--- src/rtl/fetch_mem_responder_pkg.sv ---
// Shared types and constants for the fetch-stage instruction-memory responder.
// Holds the FSM state encoding, default widths and the NOP used for killed slots.
package fetch_mem_responder_pkg;

  localparam int              DEFAULT_XLEN      = 32;
  localparam logic [31:0]     DEFAULT_NOP_INSTR = 32'h0000_0013;  // addi x0,x0,0

  typedef enum logic [1:0] {
    IDLE  = 2'd0,
    BUSY  = 2'd1,
    DRAIN = 2'd2,
    DONE  = 2'd3
  } fetch_state_t;

  // A fetch PC must be word aligned; any set low bit means the slot is a NOP.
  function automatic logic pc_misaligned(input logic [1:0] pc_lsb);
    return pc_lsb != 2'b00;
  endfunction

endpackage : fetch_mem_responder_pkg

--- src/rtl/fetch_mem_responder_if.sv ---
// Fetch/decode/instruction-memory signal bundle around the fetch responder.
// The slave modport is the responder itself; master is whoever drives PC, memory and decode.
interface fetch_mem_responder_if
  import fetch_mem_responder_pkg::*;
#(
  parameter int XLEN = DEFAULT_XLEN
);

  // Fetch PC register and pipeline control
  logic [XLEN-1:0] pc_f;
  logic            flush;
  logic            decode_stall;
  logic            stall_f;

  // Instruction memory
  logic            mem_req;
  logic [XLEN-1:0] mem_addr;
  logic [XLEN-1:0] mem_rdata;
  logic            mem_ready;

  // Decode
  logic [XLEN-1:0] instr_f;
  logic            instr_valid;
  logic            misalign_f;

  modport slave (
    input  pc_f, flush, decode_stall, mem_rdata, mem_ready,
    output mem_req, mem_addr, instr_f, instr_valid, misalign_f, stall_f
  );

  modport master (
    output pc_f, flush, decode_stall, mem_rdata, mem_ready,
    input  mem_req, mem_addr, instr_f, instr_valid, misalign_f, stall_f
  );

endinterface : fetch_mem_responder_if

--- src/rtl/fetch_mem_responder.sv ---
// Runs one variable-latency instruction-memory read per fetch PC and hands the word to decode,
// holding the PC (stall_f) until delivery; handles branch flush and misaligned PCs.
module fetch_mem_responder
  import fetch_mem_responder_pkg::*;
#(
  parameter int              XLEN      = DEFAULT_XLEN,
  parameter logic [XLEN-1:0] NOP_INSTR = XLEN'(DEFAULT_NOP_INSTR)
) (
  input  logic                  clk,
  input  logic                  rst_n,
  fetch_mem_responder_if.slave  bus
);

  fetch_state_t    state_q, state_d;
  logic [XLEN-1:0] addr_q, addr_d;
  logic [XLEN-1:0] instr_q, instr_d;
  logic            misalign_q, misalign_d;

  logic            mem_req;
  logic            instr_valid;
  logic            stall_f;

  // NOTE: every state element uses non-blocking assignments so all registers update
  // together from the values they held before the edge.
  always_ff @(posedge clk or negedge rst_n) begin
    if (!rst_n) begin
      state_q    <= IDLE;
      addr_q     <= '0;
      instr_q    <= NOP_INSTR;
      misalign_q <= 1'b0;
    end else begin
      state_q    <= state_d;
      addr_q     <= addr_d;
      instr_q    <= instr_d;
      misalign_q <= misalign_d;
    end
  end

  // NOTE: every signal written below gets a default first, so no path can leave one
  // unassigned and infer a latch.
  always_comb begin
    state_d     = state_q;
    addr_d      = addr_q;
    instr_d     = instr_q;
    misalign_d  = misalign_q;
    mem_req     = 1'b0;
    instr_valid = 1'b0;
    stall_f     = 1'b1;

    unique case (state_q)
      IDLE: begin
        addr_d = bus.pc_f;
        if (!bus.flush) begin
          if (pc_misaligned(bus.pc_f[1:0])) begin
            instr_d    = NOP_INSTR;
            misalign_d = 1'b1;
            state_d    = DONE;
          end else begin
            state_d    = BUSY;
          end
        end
      end

      BUSY: begin
        mem_req = 1'b1;
        if (bus.flush) begin
          // An accepted request cannot be withdrawn, so an unfinished one is drained.
          state_d = bus.mem_ready ? IDLE : DRAIN;
        end else if (bus.mem_ready) begin
          instr_d    = bus.mem_rdata;
          misalign_d = 1'b0;
          state_d    = DONE;
        end
      end

      DRAIN: begin
        mem_req = 1'b1;
        if (bus.mem_ready) begin
          state_d = IDLE;
        end
      end

      DONE: begin
        instr_valid = !bus.flush;
        stall_f     = bus.decode_stall;
        if (bus.flush || !bus.decode_stall) begin
          state_d = IDLE;
        end
      end

      default: state_d = IDLE;
    endcase

    // A redirect always lets the PC register load the new target.
    if (bus.flush) begin
      stall_f = 1'b0;
    end
  end

  assign bus.mem_req     = mem_req;
  assign bus.mem_addr    = mem_req ? addr_q : '0;
  assign bus.instr_valid = instr_valid;
  assign bus.instr_f     = instr_valid ? instr_q : NOP_INSTR;
  assign bus.misalign_f  = instr_valid & misalign_q;
  assign bus.stall_f     = stall_f;

`ifndef SYNTHESIS
  // The memory sees a stable request until it completes it.
  a_req_stable : assert property (@(posedge clk) disable iff (!rst_n)
    bus.mem_req && !bus.mem_ready |=> bus.mem_req && $stable(bus.mem_addr));

  // A stalled delivery is held unchanged unless a flush kills it.
  a_hold_instr : assert property (@(posedge clk) disable iff (!rst_n)
    bus.instr_valid && bus.decode_stall && !bus.flush
      |=> bus.flush || (bus.instr_valid && $stable(bus.instr_f)));

  // Memory is only addressed with word-aligned fetch PCs.
  a_aligned_req : assert property (@(posedge clk) disable iff (!rst_n)
    bus.mem_req |-> bus.mem_addr[1:0] == 2'b00);
`endif

endmodule : fetch_mem_responder

--- src/flat_wrapper.sv ---
// flat-port wrapper written by rule: the top's interface ports become plain ports
module fetch_mem_responder_flat import fetch_mem_responder_pkg::*;
#(
  parameter int              XLEN      = DEFAULT_XLEN,
  parameter logic [XLEN-1:0] NOP_INSTR = XLEN'(DEFAULT_NOP_INSTR)
)
  (clk, rst_n, bus_pc_f, bus_flush, bus_decode_stall, bus_mem_rdata, bus_mem_ready, bus_mem_req, bus_mem_addr, bus_instr_f, bus_instr_valid, bus_misalign_f, bus_stall_f);
  fetch_mem_responder_if #(.XLEN(XLEN)) bus_i ();
  input  logic clk;
  input  logic rst_n;
  input wire logic [$bits(bus_i.pc_f)-1:0] bus_pc_f;
  input wire logic [$bits(bus_i.flush)-1:0] bus_flush;
  input wire logic [$bits(bus_i.decode_stall)-1:0] bus_decode_stall;
  input wire logic [$bits(bus_i.mem_rdata)-1:0] bus_mem_rdata;
  input wire logic [$bits(bus_i.mem_ready)-1:0] bus_mem_ready;
  output wire logic [$bits(bus_i.mem_req)-1:0] bus_mem_req;
  output wire logic [$bits(bus_i.mem_addr)-1:0] bus_mem_addr;
  output wire logic [$bits(bus_i.instr_f)-1:0] bus_instr_f;
  output wire logic [$bits(bus_i.instr_valid)-1:0] bus_instr_valid;
  output wire logic [$bits(bus_i.misalign_f)-1:0] bus_misalign_f;
  output wire logic [$bits(bus_i.stall_f)-1:0] bus_stall_f;
  assign bus_i.pc_f = bus_pc_f;
  assign bus_i.flush = bus_flush;
  assign bus_i.decode_stall = bus_decode_stall;
  assign bus_i.mem_rdata = bus_mem_rdata;
  assign bus_i.mem_ready = bus_mem_ready;
  assign bus_mem_req = bus_i.mem_req;
  assign bus_mem_addr = bus_i.mem_addr;
  assign bus_instr_f = bus_i.instr_f;
  assign bus_instr_valid = bus_i.instr_valid;
  assign bus_misalign_f = bus_i.misalign_f;
  assign bus_stall_f = bus_i.stall_f;
  fetch_mem_responder #(.XLEN(XLEN), .NOP_INSTR(NOP_INSTR)) u_core (.clk(clk), .rst_n(rst_n), .bus(bus_i));
endmodule
--- config.mk ---
export PLATFORM = sky130hd
export DESIGN_NAME = fetch_mem_responder_flat
export DESIGN_NICKNAME = d
export VERILOG_FILES = /design/src/rtl/fetch_mem_responder_pkg.sv /design/src/rtl/fetch_mem_responder_if.sv /design/src/rtl/fetch_mem_responder.sv /design/src/flat_wrapper.sv
export SDC_FILE = /design/constraint.sdc
export NUM_CORES = 1
export LEC_CHECK = 0
export BUFFER_PORTS_ARGS = -buffer_cell sky130_fd_sc_hd__buf_2
export CELL_PAD_IN_SITES_DETAIL_PLACEMENT = 1
export CELL_PAD_IN_SITES_GLOBAL_PLACEMENT = 1
export CORE_ASPECT_RATIO = 1.25
export CORE_UTILIZATION = 30
export DETAILED_ROUTE_END_ITERATION = 7
export MAX_ROUTING_LAYER = met4
export PLACE_DENSITY = 0.64
export SETUP_SLACK_MARGIN = 0.4
export SLEW_MARGIN = 20
export SYNTH_ARGS = -nofsm -noshare
export SYNTH_HDL_FRONTEND = slang
export SYNTH_SLANG_ARGS = --single-unit
--- constraint.sdc ---
create_clock -name clk -period 2.5 [get_ports clk]
set_clock_uncertainty 0.2 [all_clocks]
set_input_delay 0.25 -clock clk [delete_from_list [all_inputs] [get_ports clk]]
set_output_delay 0.25 -clock clk [all_outputs]
set_load 0.005 [all_outputs]
# [Word-level counts from Yosys, hierarchy flattened]
# Index checks and enable logic that the tools add are counted.
[word_totals] reg_bits=67 inputBits=69 out_inout_bits=68 wordCells=48
[op_classes] eq_ne=10 n_mux=24 bitwise=1 reduce_logical=9
[ops] cell="2-to-1 mux 32 bit" n=6
[ops] cell="one-hot mux 32 bit (2 select lines)" n=1
[ops] cell="2-to-1 mux 2 bit" n=7
[ops] cell="2-to-1 mux 1 bit" n=8
[ops] cell="!= test 2 bit, second input constant" n=4
[ops] cell="one-hot mux 2 bit (4 select lines)" n=1
[ops] cell="AND reduction 5 bit" n=1
[ops] cell="equality test 2 bit, second input constant" n=2
[ops] cell="!= test 2 x 1 -> 1 bit, second input constant" n=2
[ops] cell="AND reduction 4 bit" n=1
[ops] cell="nonzero test 2 bit" n=2
[ops] cell="!= test 3 bit, second input constant" n=1
[ops] cell="equality test 2 x 1 -> 1 bit, second input constant" n=1
[ops] cell="zero test 1 bit" n=2
[ops] cell="zero test 2 bit" n=1
[ops] cell="one-hot mux 1 bit (2 select lines)" n=1
[ops] cell="OR reduction 2 bit" n=1
[ops] cell="AND 1 bit" n=1
[ops] cell="logical OR 1 bit" n=1

# [Longest topological paths before layout]
# Gate-level depths: netlist (run 1).
[depth] ltp_word=4 ltp_mapped=7 mapped_depth_nobuf=5

# [Worst setup path after synthesis (run 1)]
# No wires, ideal clock.
[synth_path] kind="reg-to-reg" from="register u_core.state_q[0]" to="register u_core.instr_q[0]" setup_ns=0.082 arrival_ns=1.572 t_required_ns=2.218 path_slack_ns=0.646 path_stages_with_launch=7 n_path_buf=1 synth_period_minus_slack_ns=1.854 path_cell_list="dfrtp_1 inv_1 ha_1 buf_2 o211a_1 o21ai_4 mux2_2"
[synth_via] elab_chain_len=3 word_cells_on_any_way=9 cone_classes="eq/ne: 5; mux: 1; reduce/logical: 3"
[synth_rtl] item="start: declaration" line_no="fetch_mem_responder.sv:14" rtl="fetch_state_t state_q, state_d;"
[synth_rtl] item="start signal: assignment" line_no="fetch_mem_responder.sv:32" rtl="state_q <= state_d;"
[synth_rtl] item="equality test 2 x 1 -> 1 bit / zero test 2 bit (equally long branches)" line_no="fetch_mem_responder.sv:50" rtl="unique case (state_q)"
[synth_rtl] item="!= test 2 bit (no line) (tied with other cells)"
[synth_rtl] item="AND reduction 5 bit (no line)"
[synth_rtl] item="end signal: assignment" line_no="fetch_mem_responder.sv:34" rtl="instr_q <= instr_d;"
[synth_rtl] item="end: declaration" line_no="fetch_mem_responder.sv:16" rtl="logic [XLEN-1:0] instr_q, instr_d;"
# Several ways; a longest one is shown, not always the timed one.
# A chain may end at the register's enable or synchronous reset.

# [Worst setup path in the final report (run 1)]
[layout_path] from="register u_core.state_q[0]" to="output port bus_instr_f[0]"
[layout_via] elab_chain_len=3
[layout_rtl] item="equality test 2 bit" line_no="fetch_mem_responder.sv:50"
[layout_rtl] item="2-to-1 mux 1 bit" line_no="fetch_mem_responder.sv:50"
[layout_rtl] item="2-to-1 mux 32 bit" line_no="fetch_mem_responder.sv:103" rtl="assign bus.instr_f = instr_valid ? instr_q : NOP_INSTR;"
[layout_rtl] item="end: declaration" line_no="flat_wrapper.sv:18" rtl="output wire logic [$bits(bus_i.instr_f)-1:0] bus_instr_f;"
# No other way between the ends.

==> results of run 1 <==
-- flip-flops by register name, indices dropped and copies added (netlist names) --
signal	cells
u_core.addr_q	32
u_core.instr_q	32
u_core.state_q	2
u_core.misalign_q	1
-- power breakdown --
group,internal [uW],switching (uW),total (uW)
logic,1640,1320,2960
clock network,855,446,1300
registers,1530,199,1730
-- what timing repair did --
action | CTS | global route
pin swaps | 0 | 1
resized for setup | 7 | 3
hold buffers | 62 | 0
setup endpoints to repair | 65 | 55
hold endpoints to repair | 125 | 0
cloned | 0 | 2
setup buffers | 3 | 6
-- cells in the mapped netlist --
master / number / area, um2
and2_1: 62 / 388
a21oi_1: 3 / 15.0
a22oi_1: 1 / 7.51
mux2i_1: 31 / 310
mux2_2: 34 / 383
o21ai_0: 5 / 25.0
dfstp_2: 3 / 78.8
o211a_1: 1 / 10.0
clkbuf_1: 10 / 37.5
buf_2: 4 / 20.0
dfrtp_1: 64 / 1600
o21ai_4: 1 / 16.3
ha_1: 6 / 75.1
inv_2: 1 / 3.75
nand2b_1: 4 / 25.0
nor2b_1: 2 / 12.5
or2b_1: 2 / 15.0
mux2_1: 2 / 22.5
nand2_1: 29 / 109
inv_1: 34 / 128
buf_8: 3 / 45.0
-- logic make-up after synthesis --
family          after synthesis
simple gates                 99
mux                          67
flops                        67
buf+inv                      52
compound gates               11
fa+ha+maj                     6
-- stage by stage --
stage                     std cells  worst slack (ns)  cell area, um2
after floorplan                 302             0.646            3330
after global placement          560             0.537            4140
after detailed placement        560             0.421            4140
after CTS                       641             0.379            5120
after global routing            650             0.319            5260
final                           650             0.382            5260
-- area by class of cell --
cell class / instances / area share [%]
inverter: 35 / 2.50
multi-input combinational: 183 / 27.3
clock buffer: 15 / 5.28
antenna: 1 / 0.0476
clock inverter: 1 / 0.571
tap: 132 / 3.14
timing repair buffer: 216 / 29.2
sequential: 67 / 31.9
-- worst max-delay path, stage by stage (launching register included) --
cell and delay (ns):
dfrtp_1 0.39, ha_2 0.21, nor2b_4 0.21, buf_12 0.16, or2b_1 0.24, buf_2 0.13
-- per-layer routing --
| layer | vias to the layer above | GRT usage [%] | wire (um) | part of all wire [%] |
|---|---|---|---|---|
| met2 | 100 | 27.7 | 4830 | 51 |
| li1 | 1371 | - | - | - |
| met1 | 1407 | 21.0 | 4120 | 43 |
| met4 | 0 | 5.04 | 76 | 0.80 |
| met3 | 8 | 3.42 | 498 | 5.2 |
| met5 | - | - | 0 | 0 |
-- worst max path at each step --
stage                                  startpoint  cells past startpoint  slack (ns)                            end
floorplan           u_core.state_q[0]$_DFFE_PN0P_                      6        0.65  u_core.instr_q[0]$_DFFE_PN1P_
global placement    u_core.state_q[0]$_DFFE_PN0P_                      6        0.54  u_core.instr_q[5]$_DFFE_PN0P_
detailed placement  u_core.state_q[0]$_DFFE_PN0P_                      6        0.42  u_core.instr_q[3]$_DFFE_PN0P_
CTS                 u_core.state_q[0]$_DFFE_PN0P_                      5        0.38                 bus_instr_f[0]
global route        u_core.state_q[0]$_DFFE_PN0P_                      5        0.32                 bus_instr_f[0]
finish              u_core.state_q[0]$_DFFE_PN0P_                      5        0.38                 bus_instr_f[0]
==> Implementation_results.wiki, run 1 <==
{| class="wikitable"
! Metric !! Value
|-
| Share of the yosys chip area belonging to registers || roughly half
|-
| Via density || 4.44
|-
| Count of maximum capacitance violations || 0
|-
| Commonest non-fill, non-tap cell in the layout || buf_2
|-
| Synthesis Warnings || 0
|-
| Total leakage power || between 0.002 and 0.003 uW
|-
| Finished Core Util || between 40% and 50%
|-
| Average wire length per cell after detail routing || ~15 um
|-
| Maximum level of the CTS H-tree || 3
|-
| Most frequent cells in the layout || buf_2, dfrtp_1, and2_1, dlygate4sd3_1
|-
| Combinational family with the most area after synthesis || multiplexers
|-
| Maximum clock insertion buffer count || 2
|-
| Antenna violations before repair || 1
|-
| Clk root buf || clkbuf_16
|-
| Simple-gate share of the synthesized area || 16.5%
|-
| Hold WS || 0.0345 ns
|-
| Global-route congestion overflow total || 0
|-
| Layout cells sized above 1 || 40.4%
|-
| FF-to-FF setup slack || around 0.56 ns
|-
| Final-stage net count || slightly below 600
|-
| Setup violations, final || 0
|-
| Startpoint of the worst register-to-register path || u_core.state_q[1]$_DFFE_PN0P_
|-
| Total I/O pin count || 137
|-
| Compound-cell area share of the yosys netlist || about 2.2%
|-
| Row Count || 42
|-
| Total via count after detailed routing || ~2900
|-
| Detail Placement HPWL || 5510 um
|-
| Core ar. || between 0.01 and 0.015 mm2
|-
| Transition time at the pin with the least slew margin || around 0.86 ns
|-
| Net count of the mapped netlist || 377
|-
| Overall power || between 5000 and 6000 uW
|-
| Post-route DRC violation count || 0
|-
| Post-layout min period || 2.12 ns
|-
| WP data arrival || between 1.5 and 2 ns
|-
| Xor and xnor fraction of the mapped netlist area || 0%
|-
| CTS Buf Count || 9
|-
| Reg clk slew, reported paths || 0.05 ns
|-
| Endpoint type of the worst setup path || output pin
|-
| Maximum clock frequency || 472 MHz
|-
| End point of the most critical hold path || u_core.instr_q[1]$_DFFE_PN1P_
|-
| Nature of the critical path startpoint || register
|-
| Normalized max-slew margin || 42.5%
|-
| Die height || ~120 um
|-
| GP Congestion || 0.704
|-
| Number of instances in the synthesized netlist || roughly 300
|-
| PortBufs || 136
|-
| Power density over the cells || 1140 mW/mm2
|-
| Area growth from synthesis to final layout || 58.0%
|-
| Number of cells on the worst reg-to-reg path || 7
|-
| Portion of netlist area occupied by mux cells || between 20% and 30%
|-
| Largest net degree at the start of global routing || just under 70
|-
| Final Hold Violating Endpoints || 0
|-
| TritonCTS clock tree || done
|-
| Average instance area after synthesis || 11.0 um2
|-
| Unrepaired setup endpoints after global routing || yes
|-
| Number of DRC markers in iteration 0 || 61
|-
| Drt pass-1 iters || 4
|-
| Cell count of the worst hold path || 3
|-
| TNS Setup || 0 ns
|-
| Overall die width || 96.2 um
|-
| Cell variety after synth || 21
|-
| Overall die area || roughly 0.012 mm2
|-
| Vias in the first global route || 3019
|-
| Critical path peak fanout || 17
|-
| Total track usage || 17.0%
|-
| Initial core utilization || 31.2%
|-
| Global-route wire length before repair || 14600 um
|-
| Critical path type || register to output pin
|-
| End of the worst register-to-register path || u_core.instr_q[0]$_DFFE_PN1P_
|-
| Area of the multi-input gates || 0.00144 mm2
|-
| Adder and majority cell fraction of the synthesized area || 2.26%
|-
| Area taken by flip-flops and latches || around 0.0017 mm2
|-
| Final worst-path cycle share || a little over four fifths
|-
| TritonCTS sink count || 67
|-
| Final Max Slew Viols || 0
|-
| Detailed-route wire length || 9530 um
|-
| Worst VDD drop || between 0.5 and 0.6 mV
|-
| Post-synth design cell area || 0.00333 mm2
|-
| Result of the run || finished, final reports clean
|-
| Min-Delay Path Class || primary input to register
|-
| Total of fill cells in the finished design || 1201
|-
| Detail Route Antenna Nets || 0
|-
| CP Data Required Time || 2.05 ns
|-
| Number of storage elements in the synthesis netlist || 67
|-
| Later-pin clock latency in the skew report || 0.32 ns
|-
| Source of the worst hold timing path || bus_mem_rdata[1]
|}
Power figures use the tool's default switching activity.
==> run 2: changes to the inputs <==
--- a/config.mk
+++ b/config.mk
@@ -12,7 +12,7 @@
 export CORE_UTILIZATION = 30
 export DETAILED_ROUTE_END_ITERATION = 7
 export MAX_ROUTING_LAYER = met4
-export PLACE_DENSITY = 0.64
+export PLACE_DENSITY = 0.67
 export SETUP_SLACK_MARGIN = 0.4
 export SLEW_MARGIN = 20
 export SYNTH_ARGS = -nofsm -noshare
==> constraint.sdc (replaced) <==
create_clock -name clk -period 1.9 [get_ports clk]
set_clock_uncertainty 0.2 [all_clocks]
set_input_delay 0.19 -clock clk [delete_from_list [all_inputs] [get_ports clk]]
set_output_delay 0.19 -clock clk [all_outputs]
set_load 0.005 [all_outputs]
==> run 2 against run 1 <==
Against the previous run:
- the run now ends with negative setup slack left
- non-clock buffer count increased by 32
- cell count increased by 4.6%
- sequential power increased by 34%
- largest power group unchanged
- wire length increased by 20%
- worst hold slack got worse by 0.011 ns
- highest routed layer unchanged
- core utilization increased by 7.0 points
- total power increased by 60%
==> Implementation_results.wiki, run 2 (synthesis results as in run 1) <==
{| class="wikitable"
! Metric !! Value
|-
| Total inserted antenna cells || 0 (-1)
|-
| Global-route congestion overflow total || 0 (unchanged)
|-
| Cell count of the worst hold path || 3 (unchanged)
|-
| Total track usage || 20.7% (+3.7 points)
|-
| Commonest non-fill, non-tap cell in the layout || buf_2
|-
| Switching component of the power || 3110 uW (+59%)
|-
| CP Data Required Time || 1.51 ns (-0.54 ns)
|-
| Unrepaired setup endpoints after global routing || yes
|-
| GP Congestion || 0.741 (+5.3%)
|-
| Normalized max-slew margin || 70.1% (+28 points)
|-
| Number of DRC markers in iteration 0 || 43 (-30%)
|-
| Post-route DRC violation count || 0 (unchanged)
|-
| Total via count after detailed routing || 3046 (+5.5%)
|-
| Comb power frac || 57.7% (+8.3 points)
|-
| Sequential power share || 24.0% (-4.8 points)
|-
| Global-route wire length before repair || 17200 um (+18%)
|-
| Row Count || 42 (unchanged)
|-
| Final worst-path cycle share || 108%
|-
| Post-layout min period || between 2 and 2.5 ns
|-
| Int Pwr || 6500 uW (+61%)
|-
| Sw Ratio || 32.4% (-0.39 points)
|-
| TNS Setup || -7.10 ns (-7.10 ns)
|-
| Reg clk slew, reported paths || 0.05 ns (about the same)
|-
| Area growth from synthesis to final layout || 80.4%
|-
| Average wire length per cell after detail routing || 16.8 um (+14%)
|-
| Detailed-route wire length || 11400 um (+20%)
|-
| TritonCTS sink count || 67 (unchanged)
|-
| Setup ws final || -0.146 ns (-0.527 ns)
|-
| Violations in the final reports || negative setup slack
|-
| Maximum level of the CTS H-tree || 3 (unchanged)
|-
| Critical path type || register to output pin
|-
| Overall die width || 96.2 um (unchanged)
|-
| FF-to-FF setup slack || -0.09 ns (-0.65 ns)
|-
| Power density over the cells || 1600 mW/mm2 (+41%)
|-
| Initial core utilization || 31.2% (unchanged)
|-
| Clk root buf || clkbuf_16
|-
| Endpoint type of the worst setup path || output pin
|-
| Final Hold Violating Endpoints || 0 (unchanged)
|-
| TritonCTS clock tree || done
|-
| WP data arrival || 1.66 ns (about the same)
|-
| Drt pass-1 iters || 4 (unchanged)
|-
| End point of the most critical hold path || u_core.instr_q[1]$_DFFE_PN1P_
|-
| Clk network pwr share || 18.3% (-3.4 points)
|-
| PortBufs || 136 (unchanged)
|-
| Result of the run || finished with violations
|-
| Later-pin clock latency in the skew report || 0.33 ns (about the same)
|-
| Most frequent cells in the layout || buf_2, dlygate4sd3_1, dfrtp_1, and2_1, inv_1
|-
| Nature of the critical path startpoint || register
|-
| Core ar. || 0.0107 mm2 (unchanged)
|-
| Die height || 120 um (unchanged)
|-
| Min-Delay Path Class || primary input to register
|-
| Critical path peak fanout || 13 (-4)
|-
| Setup violations, final || 84 (+84)
|-
| Number of cells on the worst reg-to-reg path || 10 (+3)
|-
| Worst VDD drop || 0.919 mV (+60%)
|-
| Final Max Slew Viols || 0 (unchanged)
|-
| Total leakage power || 0.00310 uW (+13%)
|-
| Vias in the first global route || 3356 (+11%)
|-
| Biggest regs || u_core.addr_q (32), u_core.instr_q (32), u_core.state_q (2)
|-
| Startpoint of the worst register-to-register path || u_core.state_q[1]$_DFFE_PN0P_
|-
| Count of maximum capacitance violations || 0 (unchanged)
|-
| Maximum clock frequency || 489 MHz
|-
| Maximum clock insertion buffer count || 2 (unchanged)
|-
| Via density || 4.48 (+0.89%)
|-
| End of the worst register-to-register path || u_core.instr_q[17]$_DFFE_PN0P_
|-
| Final-stage net count || 619 (+5.5%)
|-
| Detail Placement HPWL || 5870 um (+6.5%)
|-
| Source of the worst hold timing path || bus_mem_rdata[1]
|-
| Overall die area || 0.0115 mm2 (unchanged)
|-
| Total I/O pin count || 137 (unchanged)
|-
| Antenna violations before repair || 0 (-1)
|-
| Layout cells sized above 1 || 48.7% (+8.3 points)
|-
| CTS Buf Count || 9 (unchanged)
|-
| Transition time at the pin with the least slew margin || 0.448 ns (-0.415 ns)
|-
| Hold WS || 0.0234 ns (-0.0111 ns)
|-
| Largest net degree at the start of global routing || 33 (-51%)
|-
| Detail Route Antenna Nets || 0 (unchanged)
|}
[run 2: final cells by class]
| class | instances | area [um2] |
|---|---|---|
| Clock buffer | 13 | 250 |
| Timing Repair Buffer | 248 | 2120 |
| Inverter | 35 | 139 |
| Fill cell | 1120 | 4660 |
| Multi-Input combinational cell | 183 | 1590 |
| Tap cell | 132 | 165 |
| Sequential cell | 67 | 1680 |
| Clock inverter | 2 | 60.1 |
[run 2: how the worst max path moves through the flow]
stage,endpoint,slack [ns],cells after the start,from
after floorplan,u_core.instr_q[10]$_DFFE_PN0P_,0.17,7,u_core.state_q[0]$_DFFE_PN0P_
after global placement,u_core.instr_q[2]$_DFFE_PN0P_,0.12,6,u_core.state_q[1]$_DFFE_PN0P_
after detailed placement,u_core.instr_q[17]$_DFFE_PN0P_,0.03,6,u_core.state_q[1]$_DFFE_PN0P_
after CTS,bus_instr_f[1],-0.12,5,u_core.state_q[1]$_DFFE_PN0P_
after global routing,bus_instr_f[1],-0.22,5,u_core.state_q[1]$_DFFE_PN0P_
final,bus_instr_f[0],-0.15,5,u_core.state_q[0]$_DFFE_PN0P_
[run 2: what timing repair did]
action	in CTS	in global routing
hold buffers	64	0
buffers inserted	21	7
hold endpoints to repair	128	0
cloned	8	2
setup endpoints to repair	135	135
gates resized for setup	52	42
pin swaps	9	12
[run 2: metrics by stage]
stage | instance area, um2 | setup WS, ns | utilization [%] | power (uW) | cells
after detailed placement | 4210 | 0.0280 | 39.5 | 5740 | 563
after floorplan | 3360 | 0.167 | - | 4560 | 302
after CTS | 5720 | -0.125 | 53.6 | 9200 | 671
after global routing | 6000 | -0.219 | 56.3 | 10200 | 680
final | 6000 | -0.146 | 56.3 | 9610 | 680
after global placement | 4210 | 0.119 | 39.5 | 5610 | 563
[run 2: layer usage]
metal / GRT usage [%] / wire [um]
met2: 36.7 / 6390
met1: 22.4 / 4310
met5: - / 0
met3: 4.94 / 626
met4: 6.16 / 80
[run 2: worst max-delay path: stages, from the launching register on]
cell	delay [ns]
dfrtp_1	0.38
ha_2	0.20
nor2b_4	0.20
buf_12	0.15
or2b_1	0.25
buf_2	0.14
[run 2: power groups by stage]
stage	Clock (uW)	Combinational, uW	Sequential, uW
final	1760	5550	2310
after global routing	1850	5980	2380
after CTS	1790	5130	2270
after detailed placement	0	3440	2300
after global placement	0	3350	2260
after floorplan	0	2350	2210
==> run 3: changes to the inputs <==
--- a/config.mk
+++ b/config.mk
@@ -5,6 +5,7 @@
 export SDC_FILE = /design/constraint.sdc
 export NUM_CORES = 1
 export LEC_CHECK = 0
+export ABC_AREA = 1
 export BUFFER_PORTS_ARGS = -buffer_cell sky130_fd_sc_hd__buf_2
 export CELL_PAD_IN_SITES_DETAIL_PLACEMENT = 1
 export CELL_PAD_IN_SITES_GLOBAL_PLACEMENT = 1
@@ -12,7 +13,7 @@
 export CORE_UTILIZATION = 30
 export DETAILED_ROUTE_END_ITERATION = 7
 export MAX_ROUTING_LAYER = met4
-export PLACE_DENSITY = 0.67
+export PLACE_DENSITY = 0.71
 export SETUP_SLACK_MARGIN = 0.4
 export SLEW_MARGIN = 20
 export SYNTH_ARGS = -nofsm -noshare
==> run 3 against run 2 <==
Against the previous run:
- the flow finishes with violations (negative hold slack, negative setup slack)
- maximum frequency rose by 5.1%
- sequential power rose by 14%
- non-clock buffer count fell by 15
- register-to-register slack improved by 0.04 ns
- core utilization rose by 0.12 points
- synthesized cell count increased by 62%
- total power grew 16%
- cell count increased by 25%
- sequential share of layout area decreased by 1.5 points
- flip-flop and latch count unchanged
- worst hold slack lost 0.10 ns
- critical endpoint is now u_core.instr_q[28]$_DFFE_PN0P_
- highest routed layer unchanged
==> Implementation_results.wiki, run 3 <==
{| class="wikitable"
! Metric !! Value
|-
| Maximum clock frequency || 514 MHz (+5.1%)
|-
| Total I/O pin count || 137 (unchanged)
|-
| Core ar. || 0.0112 mm2 (+5.4%)
|-
| Final worst-path cycle share || 102% (-5.2 points)
|-
| Biggest regs || u_core.addr_q (32), u_core.instr_q (32), u_core.state_q (2)
|-
| Die height || 123 um (+2.8%)
|-
| Comb power frac || 61.4% (+3.7 points)
|-
| Switching component of the power || 4970 uW (+59%)
|-
| Final-stage net count || 786 (+27%)
|-
| Violations in the final reports || negative hold slack, negative setup slack
|-
| Area growth from synthesis to final layout || 80.3% (about the same)
|-
| Int Pwr || 6140 uW (-5.5%)
|-
| Sequential power share || 23.8% (-0.2 points)
|-
| Result of the run || finished with violations
|-
| Global-route congestion overflow total || 0 (unchanged)
|-
| Antenna violations before repair || 0 (unchanged)
|-
| Cell occurring most often along the worst timing path || buf_6
|-
| Fraction of synthesis flops using an asynchronous set or reset pin || 100% (unchanged)
|-
| Vias in the first global route || 4371 (+30%)
|-
| Synth Flop Type || dfrtp_1
|-
| Worst VDD drop || 0.583 mV (-37%)
|-
| Sw Ratio || 44.7% (+12 points)
|-
| CP cell instances || inv_2 -> buf_6 -> buf_6 -> ha_4 -> inv_4 -> nand2_4 -> o21ai_4 -> buf_6 -> buf_12 -> nand2_8 -> nand2_2 -> nand2_1
|-
| CTS Buf Count || 9 (unchanged)
|-
| Min-Delay Path Class || primary input to register
|-
| Cell type group with the largest total delay on the critical path || buffers and inverters
|-
| WP data arrival || 1.96 ns (+0.30 ns)
|-
| Critical path type || register to register
|-
| Transition time at the pin with the least slew margin || 0.340 ns (-0.108 ns)
|-
| Top cell type's share of synthesized area || 45.5% (-2.6 points)
|-
| FF-to-FF setup slack || -0.05 ns (+0.04 ns)
|-
| Leading cell type by number of instances after synthesis || nand2_1
|-
| Total track usage || 25.5% (+4.8 points)
|-
| Maximum clock insertion buffer count || 2 (unchanged)
|-
| Maximum level of the CTS H-tree || 3 (unchanged)
|-
| Clk network pwr share || 14.8% (-3.5 points)
|-
| Delay of the slowest cell on the worst path || 0.41 ns (+0.03 ns)
|-
| Average wire length per cell after detail routing || 18.4 um (+9.9%)
|-
| Number of storage elements in the synthesis netlist || 67 (unchanged)
|-
| Post-route DRC violation count || 0 (unchanged)
|-
| GP Congestion || 0.707 (-4.6%)
|-
| Nature of the critical path startpoint || register
|-
| Later-pin clock latency in the skew report || 0.34 ns (about the same)
|-
| Final Hold Violating Endpoints || 2 (+2)
|-
| Share of the yosys chip area belonging to registers || 47.8% (-2.7 points)
|-
| Via density || 4.79 (+7.0%)
|-
| Commonest non-fill, non-tap cell in the layout || nand2_1
|-
| Critical Path Sink || u_core.instr_q[28]$_DFFE_PN0P_
|-
| Global-route wire length before repair || 22400 um (+30%)
|-
| Critical path peak fanout || 8 (-5)
|-
| Synthesis Warnings || 0 (unchanged)
|-
| Setup violations, final || 27 (-68%)
|-
| Crit path buffers/inverters || 6 (+4)
|-
| Number of DRC markers in iteration 0 || 131 (+200%)
|-
| Launching element of the worst setup path || u_core.state_q[1]$_DFFE_PN0P_
|-
| Most frequent cells in the layout || nand2_1, buf_2, inv_1, dfrtp_1, dlygate4sd3_1
|-
| Overall die area || 0.0122 mm2 (+5.6%)
|-
| Largest net degree at the start of global routing || 33 (unchanged)
|-
| Total via count after detailed routing || 4077 (+34%)
|-
| Post-layout min period || 1.95 ns (-0.0997 ns)
|-
| End of the worst register-to-register path || u_core.instr_q[28]$_DFFE_PN0P_
|-
| PortBufs || 136 (unchanged)
|-
| Number of flops mapped to enable cells by yosys || 0 (unchanged)
|-
| Overall power || 11100 uW (+16%)
|-
| Clk root buf || clkbuf_16
|-
| Cell variety after synth || 21 (unchanged)
|-
| Hold bufs inserted after CTS || 51 (-20%)
|-
| TNS Setup || -0.332 ns (+6.77 ns)
|-
| Reg clk slew, reported paths || 0.06 ns (about the same)
|-
| Total leakage power || 0.00349 uW (+13%)
|-
| Hold WS || -0.0809 ns (-0.104 ns)
|-
| Number of cells on the worst reg-to-reg path || 12 (+2)
|-
| Setup ws final || -0.0458 ns (+0.0997 ns)
|-
| Total inserted antenna cells || 0 (unchanged)
|-
| Count of maximum capacitance violations || 0 (unchanged)
|-
| Detailed-route wire length || 15700 um (+38%)
|-
| Power density over the cells || 1750 mW/mm2 (+9.4%)
|-
| TritonCTS sink count || 67 (unchanged)
|-
| Detail Route Antenna Nets || 0 (unchanged)
|-
| Average instance area after synthesis || 7.21 um2 (-35%)
|-
| Layout cells sized above 1 || 43.0% (-5.7 points)
|-
| Total of fill cells in the finished design || 1346 (+20%)
|-
| Normalized max-slew margin || 77.3% (+7.2 points)
|-
| Final Max Slew Viols || 0 (unchanged)
|-
| CP Data Required Time || 1.91 ns (+0.40 ns)
|-
| Worst setup slack before clock tree synthesis || 0.0407 ns (+0.0128 ns)
|-
| Post-synth design cell area || 0.00352 mm2 (+5.7%)
|-
| Endpoint type of the worst setup path || register
|-
| Drt pass-1 iters || 4 (unchanged)
|-
| Total stage count of the critical path || 12 (+7)
|-
| Overall die width || 98.8 um (+2.7%)
|-
| Slowest cell on crit path || dfrtp_2
|-
| Startpoint of the worst register-to-register path || u_core.state_q[1]$_DFFE_PN0P_
|-
| Initial core utilization || 31.3% (+0.080 points)
|-
| Net count of the mapped netlist || 563 (+49%)
|-
| Row Count || 43 (+2.4%)
|-
| Number of instances in the synthesized netlist || 488 (+62%)
|-
| Cells taking the most area after synthesis || dfrtp_1, nand2_1, inv_1
|-
| Leading post-synthesis cells by instance count || nand2_1, inv_1, dfrtp_1
|-
| TritonCTS clock tree || done
|-
| Unrepaired setup endpoints after global routing || yes
|-
| Detail Placement HPWL || 7280 um (+24%)
|-
| Cell type with the highest aggregate area in the netlist || dfrtp_1
|}
-- run 3: changes by cell type in the layout (fill, tap and decap cells not counted), moves of 20 or more --
cell	delta
mux2i_1	-29
and2_1	-42
nand3b_1	+29
nor2_4	+24
nand2_2	+37
inv_1	+35
nand2_1	+157
and2_4	-20
-- run 3: final cells by class --
cell class	count	area [um2]	share of cell area, %
Clock buffer	13	240	3.79
Sequential cell	67	1680	26.5
Multi-Input combinational cell	327	2020	31.9
Timing Repair Buffer	233	1910	30.1
Clock inverter	3	40.0	0.631
Tap cell	135	169	2.66
Inverter	73	282	4.44
-- run 3: worst min path at each step --
stage                            from                             end  slack (ns)  cells after the start
after floorplan                 rst_n    u_core.addr_q[0]$_DFFE_PN0N_       -0.31                      0
after global placement          rst_n  u_core.instr_q[19]$_DFFE_PN0P_       -0.09                      1
after detailed placement        rst_n  u_core.instr_q[19]$_DFFE_PN0P_       -0.09                      1
after CTS                 bus_pc_f[0]    u_core.addr_q[0]$_DFFE_PN0N_       -0.08                      3
after global routing      bus_pc_f[0]    u_core.addr_q[0]$_DFFE_PN0N_       -0.07                      3
final                     bus_pc_f[0]    u_core.addr_q[0]$_DFFE_PN0N_       -0.08                      3
-- run 3: cell families (layout without fill, tap and decap cells) --
group / after synthesis / in the layout / synth area share [%]
adders and majority gates: 6 / 6 / 2.13
and+or+nand+nor: 313 / 317 / 37.7
DFF: 67 / 67 / 47.8
AOI/OAI and AO/OA: 4 / 4 / 0.676
buffers and inverters: 98 / 322 / 11.7
-- run 3: per-layer routing --
metal	GRT usage (%)	share of wire [%]	up-vias
li1	-	-	1882
met3	4.47	4.4	46
met4	13.4	4.3	0
met5	-	0	-
met1	25.6	36	1995
met2	47.2	55	154
-- run 3: metrics by stage --
stage / instance area [um2] / util, % / cells
after global routing: 6340 / 56.4 / 851
final: 6340 / 56.4 / 851
after detailed placement: 4400 / 39.1 / 746
after CTS: 6000 / 53.3 / 845
after floorplan: 3590 / - / 488
after global placement: 4400 / 39.1 / 746
-- run 3: what timing repair did --
item | 4_1_cts | 5_1_grt
endpoints found under the setup margin | 135 | 135
setup buffers | 24 | 3
resized for setup | 112 | 71
pin swaps | 56 | 36
endpoints found under the hold margin | 116 | 2
cloned | 8 | 3
-- run 3: worst reg2reg max path, stage by stage, from the launching register on --
cell and delay [ns]:
dfrtp_2 0.41, inv_2 0.08, buf_6 0.13, buf_6 0.12, ha_4 0.16, inv_4 0.07
nand2_4 0.05, o21ai_4 0.12, buf_6 0.16, buf_12 0.10, nand2_8 0.10, nand2_2 0.08
nand2_1 0.07
-- run 3: power by group through the flow --
stage / sequential, uW / clock [uW] / combinational, uW
floorplan: 2410 / 0 / 2700
global placement: 2490 / 0 / 3730
finish: 2640 / 1640 / 6820
global route: 2700 / 1720 / 7360
CTS: 2560 / 1640 / 6040
detailed placement: 2520 / 0 / 3860
